### src/rtl/uart_tx_fifo.sv
// Buffered 8N1 UART transmitter with byte FIFO and sticky overflow.
// Baud timing is derived from the core clock by a CLK_DIV divider.
module uart_tx_fifo #(
  parameter int CLK_DIV    = 217,
  parameter int DEPTH_LOG2 = 4
) (
  input  logic                  clk,
  input  logic                  rst,
  input  logic                  wr_en,
  input  logic [7:0]            wr_data,
  input  logic                  ovf_clr,
  output logic                  full,
  output logic                  empty,
  output logic [DEPTH_LOG2:0]   count,
  output logic                  overflow,
  output logic                  busy,
  output logic                  tx
);

  localparam int DEPTH = 1 << DEPTH_LOG2;
  localparam int CW    = (CLK_DIV > 1) ? $clog2(CLK_DIV) : 1;
  localparam int NW    = DEPTH_LOG2 + 1;
  localparam logic [DEPTH_LOG2:0] FULL_CNT = {1'b1, {DEPTH_LOG2{1'b0}}};

  typedef enum logic [1:0] {IDLE, START, DATA, STOP} state_e;

  state_e                state_q, state_d;
  logic [CW-1:0]         baud_q, baud_d;
  logic [2:0]            bit_q, bit_d;
  logic [7:0]            shift_q, shift_d;
  logic [DEPTH_LOG2-1:0] rd_q, wr_q;
  logic [DEPTH_LOG2:0]   cnt_q, cnt_d;
  logic                  ovf_q, ovf_d;
  logic                  tx_q, tx_d;
  logic [7:0]            mem_q [DEPTH];
  logic                  push, pop, tick;

  assign full     = (cnt_q == FULL_CNT);
  assign empty    = (cnt_q == '0);
  assign count    = cnt_q;
  assign overflow = ovf_q;
  assign busy     = (state_q != IDLE);
  assign tx       = tx_q;

  assign push = wr_en & ~full;
  assign tick = (baud_q == CW'(CLK_DIV - 1));

  always_comb begin
    state_d = state_q;
    baud_d  = baud_q;
    bit_d   = bit_q;
    shift_d = shift_q;
    pop     = 1'b0;
    if (state_q != IDLE) begin
      baud_d = tick ? '0 : baud_q + CW'(1);
    end
    unique case (state_q)
      IDLE: begin
        if (!empty) pop = 1'b1;
      end
      START: begin
        if (tick) begin
          state_d = DATA;
          bit_d   = '0;
        end
      end
      DATA: begin
        if (tick) begin
          shift_d = shift_q >> 1;
          bit_d   = bit_q + 3'd1;
          if (bit_q == 3'd7) state_d = STOP;
        end
      end
      STOP: begin
        if (tick) begin
          if (!empty) pop = 1'b1;
          else        state_d = IDLE;
        end
      end
      default: state_d = IDLE;
    endcase
    // a pop always launches a fresh frame, also straight out of STOP
    if (pop) begin
      state_d = START;
      baud_d  = '0;
      shift_d = mem_q[rd_q];
    end
  end

  always_comb begin
    cnt_d = cnt_q;
    if (push && !pop)      cnt_d = cnt_q + NW'(1);
    else if (pop && !push) cnt_d = cnt_q - NW'(1);
    ovf_d = ovf_q;
    if (wr_en && full) ovf_d = 1'b1;
    else if (ovf_clr)  ovf_d = 1'b0;
    tx_d = 1'b1;
    unique case (state_q)
      START:   tx_d = 1'b0;
      DATA:    tx_d = shift_q[0];
      default: tx_d = 1'b1;
    endcase
  end

  always_ff @(posedge clk or posedge rst) begin
    if (rst) begin
      state_q <= IDLE;
      baud_q  <= '0;
      bit_q   <= '0;
      shift_q <= '0;
      rd_q    <= '0;
      wr_q    <= '0;
      cnt_q   <= '0;
      ovf_q   <= 1'b0;
      tx_q    <= 1'b1;
    end else begin
      state_q <= state_d;
      baud_q  <= baud_d;
      bit_q   <= bit_d;
      shift_q <= shift_d;
      cnt_q   <= cnt_d;
      ovf_q   <= ovf_d;
      tx_q    <= tx_d;
      if (push) wr_q <= wr_q + DEPTH_LOG2'(1);
      if (pop)  rd_q <= rd_q + DEPTH_LOG2'(1);
    end
  end

  always_ff @(posedge clk) begin
    if (push) mem_q[wr_q] <= wr_data;
  end

endmodule

### config.mk
export PLATFORM = sky130hd
export DESIGN_NAME = uart_tx_fifo
export DESIGN_NICKNAME = d
export VERILOG_FILES = /design/src/rtl/uart_tx_fifo.sv
export SDC_FILE = /design/constraint.sdc
export NUM_CORES = 1
export LEC_CHECK = 0
export ABC_CLOCK_PERIOD_IN_PS = 6300
export CAP_MARGIN = 5
export CORE_ASPECT_RATIO = 1.5
export CORE_UTILIZATION = 32
export CTS_CLUSTER_SIZE = 30
export DETAILED_ROUTE_END_ITERATION = 12
export SETUP_SLACK_MARGIN = 0.5
export SYNTH_ARGS = -nofsm -noshare
export SYNTH_HDL_FRONTEND = slang
export SYNTH_SLANG_ARGS = --single-unit
### constraint.sdc
create_clock -name clk -period 6.3 [get_ports clk]
set_input_delay 1.26 -clock clk [delete_from_list [all_inputs] [get_ports clk]]
set_output_delay 1.26 -clock clk [all_outputs]
set_load 0.02 [all_outputs]
==> run_results.csv, run 1 <==
group,metric,value,unit
clocking,cts_tree,"yes",
hold_path,hp-start,"baud_q[7]",
floorplanning,core,21150,sq um
yosys,synth_nets,444,
final_layout,drive_gt1_share,18.22,%
yosys,synthFlopType,"edfxtp_1",
sta,fin_skew,0.01032,ns
global_route,grt_max_degree,37,
final_layout,utilization,37.94,%
worst_setup_path,cp_common_cell,"ha_1",
global_route,antenna_found_initial,0,
status,status,"finished clean",
yosys,yosysMostFrequentCell,"edfxtp_1",
yosys,yosys-top-cells-count,"128 x edfxtp_1, 35 x dfrtp_1, 28 x mux4_2, 28 x nand2_1, 22 x nor2_1",
flow_run,drv_cap,0,
place,hpwl,9099,microns
clocking,cts_setup_buffers,0,
place,place_congestion,0.7333,
worst_setup_path,crit_arrival,3.85,ns
floorplanning,die-area,22340,sq um
yosys,avgSynthCellArea,16.84,sq um
final_layout,n_fill_cell,1966,
sta,tightest_slew,1.125,ns
worst_setup_path,cp_max_fo,9,
floorplanning,die_w,122.4,microns
drt,wl,13040,microns
clocking,clockBufferDepth,2,
sta,drv_slew,0,
yosys,synth.area.top_cells,"edfxtp_1 55%, dfrtp_1 13%, mux4_2 9.1%, ha_1 3.2%, mux2i_1 2.3%",
worst_setup_path,reg2reg_slack,3.24,ns
hold_path,hold_class,"reg -> reg",
sta,setup_ws,2.789,ns
clocking,clockRootBuffer,"clkbuf_16",
worst_setup_path,start_kind,"input port",
sta,setup_viol,0,
final_layout,flow.area_growth_from_synthesis,15.34,%
global_route,grt_pass1_wl,20380,microns
yosys,synth_top_area_share,55.26,%
hold_path,holdPathStages,1,
yosys,synth_edf_count,128,
worst_setup_path,cp.required,6.64,ns
sta,fmax,0.2848,GHz
yosys,yosys.cell_types.count,48,
clocking,cts_buffers,17,
global_route,grt_pass1_vias,3743,
yosys,syn-cell-area,6955,sq um
worst_setup_path,crit_type,"in -> reg",
sta,fin_crit,3.511,ns
drt,first_pass_iters,4,
yosys,yosysTopAreaCell,"edfxtp_1",
clocking,cts_sinks,164,
worst_setup_path,crit_chain,"clkdlybuf4s50_1 -> nor2b_1 -> ha_1 -> inv_1 -> ha_1 -> a21o_1 -> a21oi_1 -> mux2i_1 -> xnor2_1",
power,p_per_area,436.7,nW/um^2
yosys,postSynthCellCount,413,
sta,finalHoldViolCount,0,
clocking,clk_pin_slew_worst_paths,0.07,ns
yosys,yosys_warnings,0,
worst_setup_path,endpoint_kind,"flip-flop",
power,peakVddDrop,0.0002298,V
floorplanning,initial_utilization,32.89,%
drt,drtIter0Drc,145,
floorplanning,rows,65,
place,io_buffer_count,21,
worst_setup_path,worst-path-buf-inv,2,
sta,min_period_over_period,55.74,%
floorplanning,io_pins,22,
worst_setup_path,r2r_cells,14,
global_route,grt_usage,12.61,%
worst_setup_path,reg2reg_from,"baud_q[1]",
hold_path,min_to,"baud_q[7]",
floorplanning,die_h,182.6,microns
yosys,seq_area_frac_synth,68.23,%
final_layout,antenna_cells,0,
sta,tns,0,ns
place,post-place-ws,2.338,ns
clocking,ctsResizeCount,0,
yosys,async_reset_ff_share,21.95,%
clocking,clock_latency,0.42,ns
drt,antenna_left,0,
sta,slew_headroom,24.43,%
global_route,overflow,0,
worst_setup_path,slowest_delay,0.63,ns
clocking,cts_max_level,4,
worst_setup_path,worst_path_max_delay_cell,"nor2b_1",
drt,drc_errors,0,
drt,vias_per_cell,4.908,
yosys,ys_seq_elements,164,
final_layout,fin_nets,468,
sta,grt_setup_unrepaired,"no",
power,power.leakage,2.852,nW
worst_setup_path,timing.rr.end,"count[4]",
drt,drt-wirelength-per-cell,18.15,microns
clocking,cts_hold_buf,0,
worst_setup_path,cp_top_family,"adder cells",
drt,vias,3524,
-- metrics by stage --
stage	instances	hold slack, ns	area [sq um]	power, mW
6_report	718	0.4916	8023	3.503
5_1_grt	718	0.5052	8023	3.690
4_1_cts	718	0.4961	8023	3.550
3_5_place_dp	686	0.4815	7416	2.512
3_3_place_gp	686	0.4636	7416	2.478
2_1_floorplan	413	0.4450	6955	2.242
-- cells in the final DEF (no fill, tap or decap), types with 4 or more instances in the layout --
cell,n
nor3_1,5
dfrtp_1,34
clkbuf_16,17
inv_1,18
edfxtp_1,128
clkdlybuf4s50_1,21
o211ai_1,7
mux4_1,4
nand2_1,28
inv_8,4
mux2_2,9
mux2i_1,16
nor2_1,22
o21ai_1,6
xnor2_1,7
mux4_2,28
nand3_1,4
ha_1,18
inv_6,4
o21ai_0,15
a21oi_1,6
-- registers in the layout, indices dropped and copies added (netlist names) --
name	cells
mem_q	128
tx	1
shift_q	8
overflow	1
rd_q	4
wr_q	4
count	5
baud_q	8
state_q	2
bit_q	3
-- how the worst max path moves through the flow --
stage,cells after the start,end,from,slack [ns]
detailed placement,4,mem_q[3][0],wr_en,2.34
floorplan,9,count[4],wr_en,3.28
finish,9,count[4],wr_en,2.79
CTS,9,count[4],wr_en,2.80
global route,9,count[4],wr_en,2.62
global placement,9,count[4],wr_en,2.38
-- kinds of logic (layout without fill, tap and decap cells) --
group	after synthesis	count (layout)	synth area share [%]
mux	57	57	14.34
fa+ha+maj	19	19	3.526
buf+inv	37	74	2.536
xor+xnor	10	10	1.259
compound gates	52	52	4.875
flops	164	164	68.23
simple gates	74	74	5.235
-- power breakdown --
| part | internal [mW] | total (mW) | switching [mW] |
|---|---|---|---|
| Sequential | 1.35 | 1.56 | 0.211 |
| Combinational | 0.458 | 0.901 | 0.443 |
| Clock | 0.570 | 1.04 | 0.469 |
-- layout make-up --
cell class	count	area, sq um	area share [%]
flip-flops and latches	164	4747	59.17
well taps	268	335.3	4.180
inverters	18	67.56	0.8422
repair buffers	24	232.7	2.901
clock inverters	15	181.4	2.261
clock buffers	17	425.4	5.303
multi-input cells	212	2033	25.34
-- layer usage --
metal  share of wire, %  vias to the layer above  global-route usage (%)
met2                 55                       79                   22.99
met4                4.5                        0                   7.561
li1                   -                     1645                       -
met1                 37                     1780                   13.04
met3                3.2                       20                   2.469
met5                  0                        -                       0
No activity file was read; power rests on OpenSTA's default activity.
==> inputs of run 2 (changes only) <==
Settings changed: ABC_CLOCK_PERIOD_IN_PS 6300 to 3450.
Clock period 6.3 ns to 3.45 ns, I/O delays scaled along.
==> run 2 against run 1 <==
Effect of this change: worst setup slack worse by 2.1 ns; register-to-register slack worse by 2.6 ns; die area is the same; combinational power increased by 93%; sequential power up 80%; flip-flop and latch count unchanged; critical path type is now reg -> reg; via count is 2.6% higher; final cell count up 3.1%; global-route usage increased by 0.052 points; first-iteration DRC count grew 90%.
==> run_results.csv, run 2 (synthesized netlist as in run 1, its figures left out) <==
group,metric,value,unit
worst_setup_path,crit_arrival,3.11,ns
place,post-place-ws,0.5923,ns
worst_setup_path,cp_max_fo,5,
place,place_area,7574,sq um
final_layout,flow.area_growth_from_synthesis,17.88,%
floorplanning,die_h,182.6,microns
global_route,met2_usage,22.61,%
clocking,cts_hold_buf,0,
hold_path,holdPathStages,1,
drt,vias,3615,
worst_setup_path,reg2reg_from,"baud_q[0]",
sta,finalHoldViolCount,0,
hold_path,min_to,"baud_q[7]",
drt,drtIter0Drc,276,
final_layout,largest_reg_flops,128,
drt,antenna_left,0,
floorplanning,core,21150,sq um
worst_setup_path,reg2reg_slack,0.68,ns
drt,drc_errors,0,
sta,fmax,0.3607,GHz
global_route,grt-busiest-layer,"met2",
final_layout,n_fill_cell,1965,
worst_setup_path,r2r_cells,13,
worst_setup_path,crit_type,"reg -> reg",
floorplanning,die_w,122.4,microns
global_route,grt_max_degree,22,
final_layout,fin_nets,490,
sta,fin_crit,2.772,ns
global_route,grt_usage,12.67,%
place,place_congestion,0.7834,
power,cellInternalPower,4.407,mW
sta,setup_viol,0,
sta,slew_headroom,33.64,%
final_layout,stdcell_area,8199,sq um
sta,min_period_over_period,80.35,%
power,p_per_area,788.2,nW/um^2
clocking,cts_buffers,17,
place,hpwl,8903,microns
drt,wl,12940,microns
power,power.leakage,2.964,nW
power,pwr-share-comb,26.9,%
worst_setup_path,cp.required,3.79,ns
final_layout,regMostFlops,"mem_q",
global_route,grt_pass1_vias,3785,
clocking,clk_pin_slew_worst_paths,0.07,ns
worst_setup_path,endpoint_kind,"flip-flop",
sta,tns,0,ns
place,io_buffer_count,21,
power,p_clk_share,29.7,%
final_layout,final_common_cell,"edfxtp_1",
final_layout,seq_area,4747,sq um
final_layout,drive_gt1_share,22.46,%
clocking,cts_sinks,164,
clocking,clockBufferDepth,2,
drt,drt-wirelength-per-cell,17.49,microns
hold_path,hp-start,"baud_q[7]",
floorplanning,rows,65,
clocking,clock_latency,0.42,ns
global_route,use_met1,14.36,%
clocking,clockRootBuffer,"clkbuf_16",
flow_run,drv_cap,0,
final_layout,multi_input_area,2043,sq um
global_route,antenna_found_initial,0,
sta,grt_setup_unrepaired,"yes",
drt,first_pass_iters,4,
floorplanning,die-area,22340,sq um
final_layout,final_cell_mix,"128 x edfxtp_1, 34 x dfrtp_1, 28 x nand2_1, 28 x mux4_2, 25 x buf_4",
worst_setup_path,timing.rr.end,"count[4]",
sta,drv_slew,0,
global_route,grt.met3_usage,2.438,%
final_layout,antenna_cells,0,
final_layout,reg.largest.list,"mem_q x128, baud_q x8, shift_q x8",
sta,fin_skew,0.01067,ns
floorplanning,io_pins,22,
power,p_sw,2.056,mW
clocking,cts_max_level,4,
power,seqPwrFrac,43.4,%
status,status,"finished clean",
power,peakVddDrop,0.0003556,V
power,switching_share,31.81,%
sta,setup_ws,0.6779,ns
global_route,grt_pass1_wl,20840,microns
sta,tightest_slew,0.9954,ns
clocking,cts_tree,"yes",
hold_path,hold_class,"reg -> reg",
floorplanning,initial_utilization,32.89,%
global_route,overflow,0,
worst_setup_path,start_kind,"flip-flop",
drt,vias_per_cell,4.885,
-- run 2: critical path, stage by stage, from the launching register on --
cell and delay [ns]:
dfrtp_1 0.41, inv_1 0.07, ha_1 0.18, nand4b_4 0.12, o41ai_1 0.23, nor3b_2 0.23, inv_1 0.08, ha_1 0.22
inv_1 0.13, ha_1 0.28, a21o_1 0.20, a21oi_2 0.15, mux2i_1 0.24, xnor2_1 0.14
-- run 2: power by group through the flow --
stage	registers, mW	clock network (mW)	logic (mW)
final	2.81	1.92	1.74
after global routing	2.86	2.03	1.92
after CTS	2.81	1.96	1.75
after detailed placement	2.85	0	1.75
after global placement	2.83	0	1.71
after floorplan	2.67	0	1.42
-- run 2: routing by layer --
layer  wire (microns)  share of wire, %
met2             7107                55
met4              264               2.0
met1             5294                41
met3              272               2.1
met5                0                 0
-- run 2: worst max-delay path by stage --
stage                     cells after the start  endpoint  slack [ns]      start
after floorplan                              14  count[4]        0.62  baud_q[0]
after CTS                                    13  count[4]        0.60  baud_q[0]
final                                        13  count[4]        0.68  baud_q[0]
after global routing                         13  count[4]        0.45  baud_q[0]
after detailed placement                      9  count[4]        0.59      wr_en
after global placement                        9  count[4]        0.67      wr_en
-- run 2: cell type report --
cell class,instances,share of cell area [%]
clock buffers,17,5.188
well taps,268,4.090
flip-flops and latches,164,57.90
multi-input cells,212,24.92
clock inverters,15,2.228
repair buffers,46,4.853
inverters,18,0.8241
-- run 2: what timing repair did --
item | CTS | global route
setup buffers | 0 | 1
gates resized for setup | 0 | 2
setup endpoints to repair | 0 | 2
-- run 2: stage by stage --
step	power, mW	hold WS, ns	utilization, %	cells
floorplan	4.094	0.4450	-	413
global placement	4.542	0.4689	35.82	707
detailed placement	4.596	0.4850	35.82	707
CTS	6.524	0.5012	38.69	739
global route	6.807	0.5170	38.78	740
finish	6.462	0.5019	38.78	740
